$ cat src/rtl/mem_access.sv
// mem_access: MEM stage that serialises loads/stores into little-endian byte transactions and stalls until done.
module mem_access #(
  parameter int ADDR_W = 32,
  parameter int DATA_W = 32
) (
  input  logic              clk,
  input  logic              rst,
  input  logic [4:0]        wd_i,
  input  logic              wreg_i,
  input  logic [DATA_W-1:0] wdata_i,
  input  logic [ADDR_W-1:0] memaddr_i,
  input  logic              memwr_i,
  input  logic [1:0]        memcnf_i,
  input  logic              memsigned_i,
  output logic              mem_req_o,
  output logic [ADDR_W-1:0] mem_addr_o,
  output logic              mem_we_o,
  output logic [7:0]        mem_wbyte_o,
  input  logic              mem_gnt_i,
  input  logic              mem_rvalid_i,
  input  logic [7:0]        mem_rbyte_i,
  output logic [4:0]        wd_o,
  output logic              wreg_o,
  output logic [DATA_W-1:0] wdata_o,
  output logic              mem_stall_o
);
  typedef enum logic [1:0] {IDLE, ACCESS, WAIT_LAST, DONE} state_t;
  state_t state, state_n;
  logic [2:0] issue_cnt, recv_cnt, n;
  logic [DATA_W-1:0] buffer, load_data;
  logic rx, pass, ld_done;
  assign n  = memcnf_i == 2'd3 ? 3'd4 : {1'b0, memcnf_i};
  assign rx = mem_rvalid_i && (state == ACCESS || state == WAIT_LAST);
  always_ff @(posedge clk) begin
    if (rst || state == DONE) begin
      state     <= rst ? IDLE : state_n;
      issue_cnt <= '0;
      recv_cnt  <= '0;
      buffer    <= '0;
    end else begin
      state <= state_n;
      if (state == ACCESS && mem_gnt_i) issue_cnt <= issue_cnt + 3'd1;
      if (rx) begin
        buffer[8*recv_cnt[1:0] +: 8] <= mem_rbyte_i;
        recv_cnt <= recv_cnt + 3'd1;
      end
    end
  end
  always_comb begin
    state_n = state;
    if (state == IDLE && memcnf_i != 2'd0) state_n = ACCESS;
    if (state == ACCESS && mem_gnt_i && issue_cnt == n - 3'd1) state_n = memwr_i ? DONE : WAIT_LAST;
    if (state == WAIT_LAST && recv_cnt + {2'b0, rx} == n) state_n = DONE;
    if (state == DONE) state_n = IDLE;
  end
  // Extension uses the size still held on the inputs by the stall.
  assign load_data = memcnf_i == 2'd1 ? {{(DATA_W-8){memsigned_i & buffer[7]}}, buffer[7:0]} :
                     memcnf_i == 2'd2 ? {{(DATA_W-16){memsigned_i & buffer[15]}}, buffer[15:0]} : buffer;
  assign pass    = state == IDLE && memcnf_i == 2'd0;
  assign ld_done = state == DONE && !memwr_i;
  always_comb begin
    mem_req_o   = !rst && state == ACCESS;
    mem_addr_o  = mem_req_o ? memaddr_i + ADDR_W'(issue_cnt) : '0;
    mem_we_o    = mem_req_o && memwr_i;
    mem_wbyte_o = mem_req_o ? wdata_i[8*issue_cnt[1:0] +: 8] : 8'd0;
    mem_stall_o = !rst && (state == ACCESS || state == WAIT_LAST || (state == IDLE && memcnf_i != 2'd0));
    wd_o        = rst ? 5'd0 : wd_i;
    wreg_o      = !rst && (pass || ld_done) && wreg_i;
    wdata_o     = rst ? '0 : pass ? wdata_i : ld_done ? load_data : '0;
  end
endmodule

$ cat config.mk
export PLATFORM = sky130hd
export DESIGN_NAME = mem_access
export DESIGN_NICKNAME = d
export VERILOG_FILES = /design/src/rtl/mem_access.sv
export SDC_FILE = /design/constraint.sdc
export NUM_CORES = 1
export LEC_CHECK = 0
export ABC_AREA = 1
export CORE_MARGIN = 2
export CORE_UTILIZATION = 45
export DETAILED_ROUTE_END_ITERATION = 6
export PLACE_DENSITY_LB_ADDON = 0.15
export RECOVER_POWER = 100
export SETUP_SLACK_MARGIN = 0.3
export SLEW_MARGIN = 20
export SYNTH_ARGS = -nofsm -noshare
export SYNTH_HDL_FRONTEND = slang
export SYNTH_SLANG_ARGS = --single-unit
$ cat constraint.sdc
create_clock -name clk -period 2.6 [get_ports clk]
set_input_delay 0.52 -clock clk [delete_from_list [all_inputs] [get_ports clk]]
set_output_delay 0.52 -clock clk [all_outputs]
set_load 0.01 [all_outputs]
==> metrics.md <==
| Metric | Value |
|---|---|
| Reg area | 818 sq um |
| Initial antenna violation count | 0 |
| Worst Path Class, Setup | reg2out |
| H-tree depth | 2 |
| TritonCTS buffer count | 5 |
| Sequential-to-total area share from yosys stat | 19.3% |
| Min cycle time layout | 2.60 ns |
| Avg WL per Cell | 18.0 um |
| Final HPWL DP | 13.0 mm |
| Antenna diodes | 0 |
| Syn_area_per_cell | 5.48 sq um |
| Warnings from Yosys | 0 |
| Cells after Synth | 756 |
| Crit-path cells | buf_6 > buf_6 > inv_6 > ha_4 > nand2_4 > nand2_4 > nor2_4 > buf_12 > buf_12 > buf_16 > o21ai_1 > a21oi_1 > buf_2 |
| WL final | 20.1 mm |
| Max FO, Critical Path | 6 |
| Synth Net Count | 863 |
| Multi-input gate area | 3640 sq um |
| Nets | 1112 |
| Failing checks | DRC, setup timing |
| Filler cell count | 624 |
| Synthesized cell area | 4150 sq um |
| Vias in the first global route | 5631 |
| Hold WC Path Type | reg2reg |
| First-pass iteration count of the detailed router | 7 |
| Area leader, netlist | nand2_1 |
| Setup Skew | 0.00419 ns |
| Slew HR | 62.9% |
| Die ar. | 10000 sq um |
| Top-Level Pins | 167 |
| Hold Vio Cnt, Final | 0 |
| GRT Util Overall | 34.7% |
| RSZ-0062 raised after global routing | true |
| Final antenna-violating net count | 0 |
| WP buf/inv | 7 |
| Largest net degree at the start of global routing | 41 |
| Fin area | 7480 sq um |
| Core area | 9110 sq um |
| IO buf count | 166 |
| Die H | 100 um |
| Power Dens Cells | 296 nW/um^2 |
| Overflow after GRT | 0 |
| Leakage power | 3.57 nW |
| Design Power | 2.22 mW |
| Clock transition at the registers of the reported paths | 0.08 ns |
| Cell Area, Placed | 6340 sq um |
| Worst path arrival time | 2.08 ns |
| Placed cell count | 1065 |
| Setup WS post-layout | -0.00314 ns |
| Residual DRC | 1 |
| Family with the most delay on the worst path | buffers and inverters |
| Status | complete, but fails checks |
| Startpoint types | flop |
| Peak supply drop | 0.409 mV |
| Final setup fails | 1 |
| Initial Util | 45.5% |
| Vias | 6329 |
| Vias per Instance | 5.67 |
| Top post-synthesis cells by area | nand2_1 (19%), dfxtp_1 (19%), nor2_1 (11%) |
| Clock buffer depth | 2 |
| Yosys top cell area share | 19.4% |
| Final GP Congestion | 0.926 |
| Critical-path top delay cell | dfxtp_2 |
| Layout cells sized above 1 | 38.2% |
| Clock Sinks | 40 |
| FF+latch count, synth | 40 |
| F_max | 384 MHz |
| Area Growth Syn to Fin | 80.3% |
| Max Cap Viol | 0 |
| Layout Cells excl Fill | 1116 |
| DIE WIDTH | 100 um |
| CTS Hold Bufs | 0 |
| First-pass GRT wire length | 27.9 mm |
| Yosys cell types | 26 |
| WP data required | 2.08 ns |
| Placement Rows | 35 |
| Hold Slack | 0.457 ns |
| Clock Latency Late Sink | 0.29 ns |
| Pins Over Slew Limit | 0 |
| Period utilisation layout | 100% |
| Util after Layout | 82.1% |
| CTS tree | done |
| Clk root buf | clkbuf_8 |
| Setup TNS | -0.00314 ns |
| Initial DRC Count | 518 |
| CP peak stage delay | 0.34 ns |
| Post-Place Setup Slack | -0.749 ns |
| Worst Tran Pin Value | 0.556 ns |
| Worst setup EP type | primary output |
-- layer usage --
metal | GRT usage, % | share of wire, % | wire length [um]
met5 | 0 | 0 | 0
met4 | 13.9 | 6.6 | 1310
met3 | 3.13 | 8.4 | 1680
met2 | 62.5 | 49 | 9790
met1 | 42.4 | 36 | 7270
-- where the power goes --
group	internal (mW)	switching [mW]	total, mW
Clock	0.378	0.218	0.596
Combinational	0.416	0.551	0.967
Sequential	0.629	0.0236	0.653
-- cell usage after synthesis, drive strengths merged --
master	instances
inv	82
fa	1
xor2	4
a211oi	10
ha	20
o21ai	52
clkbuf	14
nand4	17
nor2	141
nand3	34
clkinv	2
dfxtp	40
nand2	222
nor3	2
a31oi	9
a21oi	83
xnor2	2
buf	21
-- area by class of cell --
class                   instances  share of cell area [%]
flip-flops and latches         40                    10.9
repair buffers                277                    32.0
clock buffers                   5                   0.920
multi-input cells             597                    48.7
well taps                     111                    1.86
inverters                      84                    4.77
clock inverters                 2                   0.803
-- path summary, 6_finish.rpt --
check              from  cells past startpoint  slack (ns)           to
min reg2reg  buffer[16]                      2        0.46   buffer[16]
max reg2reg    state[0]                     10        0.47   buffer[20]
min          buffer[16]                      2        0.46   buffer[16]
max            state[0]                     13      -0.003  wdata_o[14]
-- cells by family (layout without fill, tap and decap cells) --
family,after synthesis,count (layout),synth area share [%]
flops,40,40,19.3
fa+ha+maj,21,21,6.52
buf+inv,119,368,11.5
xor+xnor,6,6,1.27
compound gates,154,154,19.6
simple gates,416,416,41.8
-- cells in the final DEF, fill, tap and decap left out, types with 33 or more instances in the layout --
cell             count
a21oi_1             57
buf_2               71
buf_4               69
clkdlybuf4s50_1     54
dfxtp_1             34
inv_1               69
nand2_1            165
nand2_2             33
nor2_1              99
o21ai_0             33
-- worst register-to-register path, stage by stage, from the launching register on --
cell and delay, ns:
dfxtp_2 0.34, buf_6 0.10, buf_6 0.10, inv_6 0.03, ha_4 0.26, nand2_1 0.09, inv_2 0.13, buf_4 0.23
nand2_1 0.31, a31oi_1 0.33, a211oi_1 0.08
-- what timing repair did --
| item | CTS | global route |
|---|---|---|
| gates resized for setup | 458 | 170 |
| setup buffers | 28 | 12 |
| pin swaps | 54 | 83 |
| setup endpoints to repair | 81 | 104 |
| gates cloned | 4 | 0 |
-- state kept, by name, indices dropped and copies added, names as in the netlist --
name / count
buffer: 32
state: 2
recv_cnt: 3
issue_cnt: 3
No activity file was read; power rests on OpenSTA's default activity.
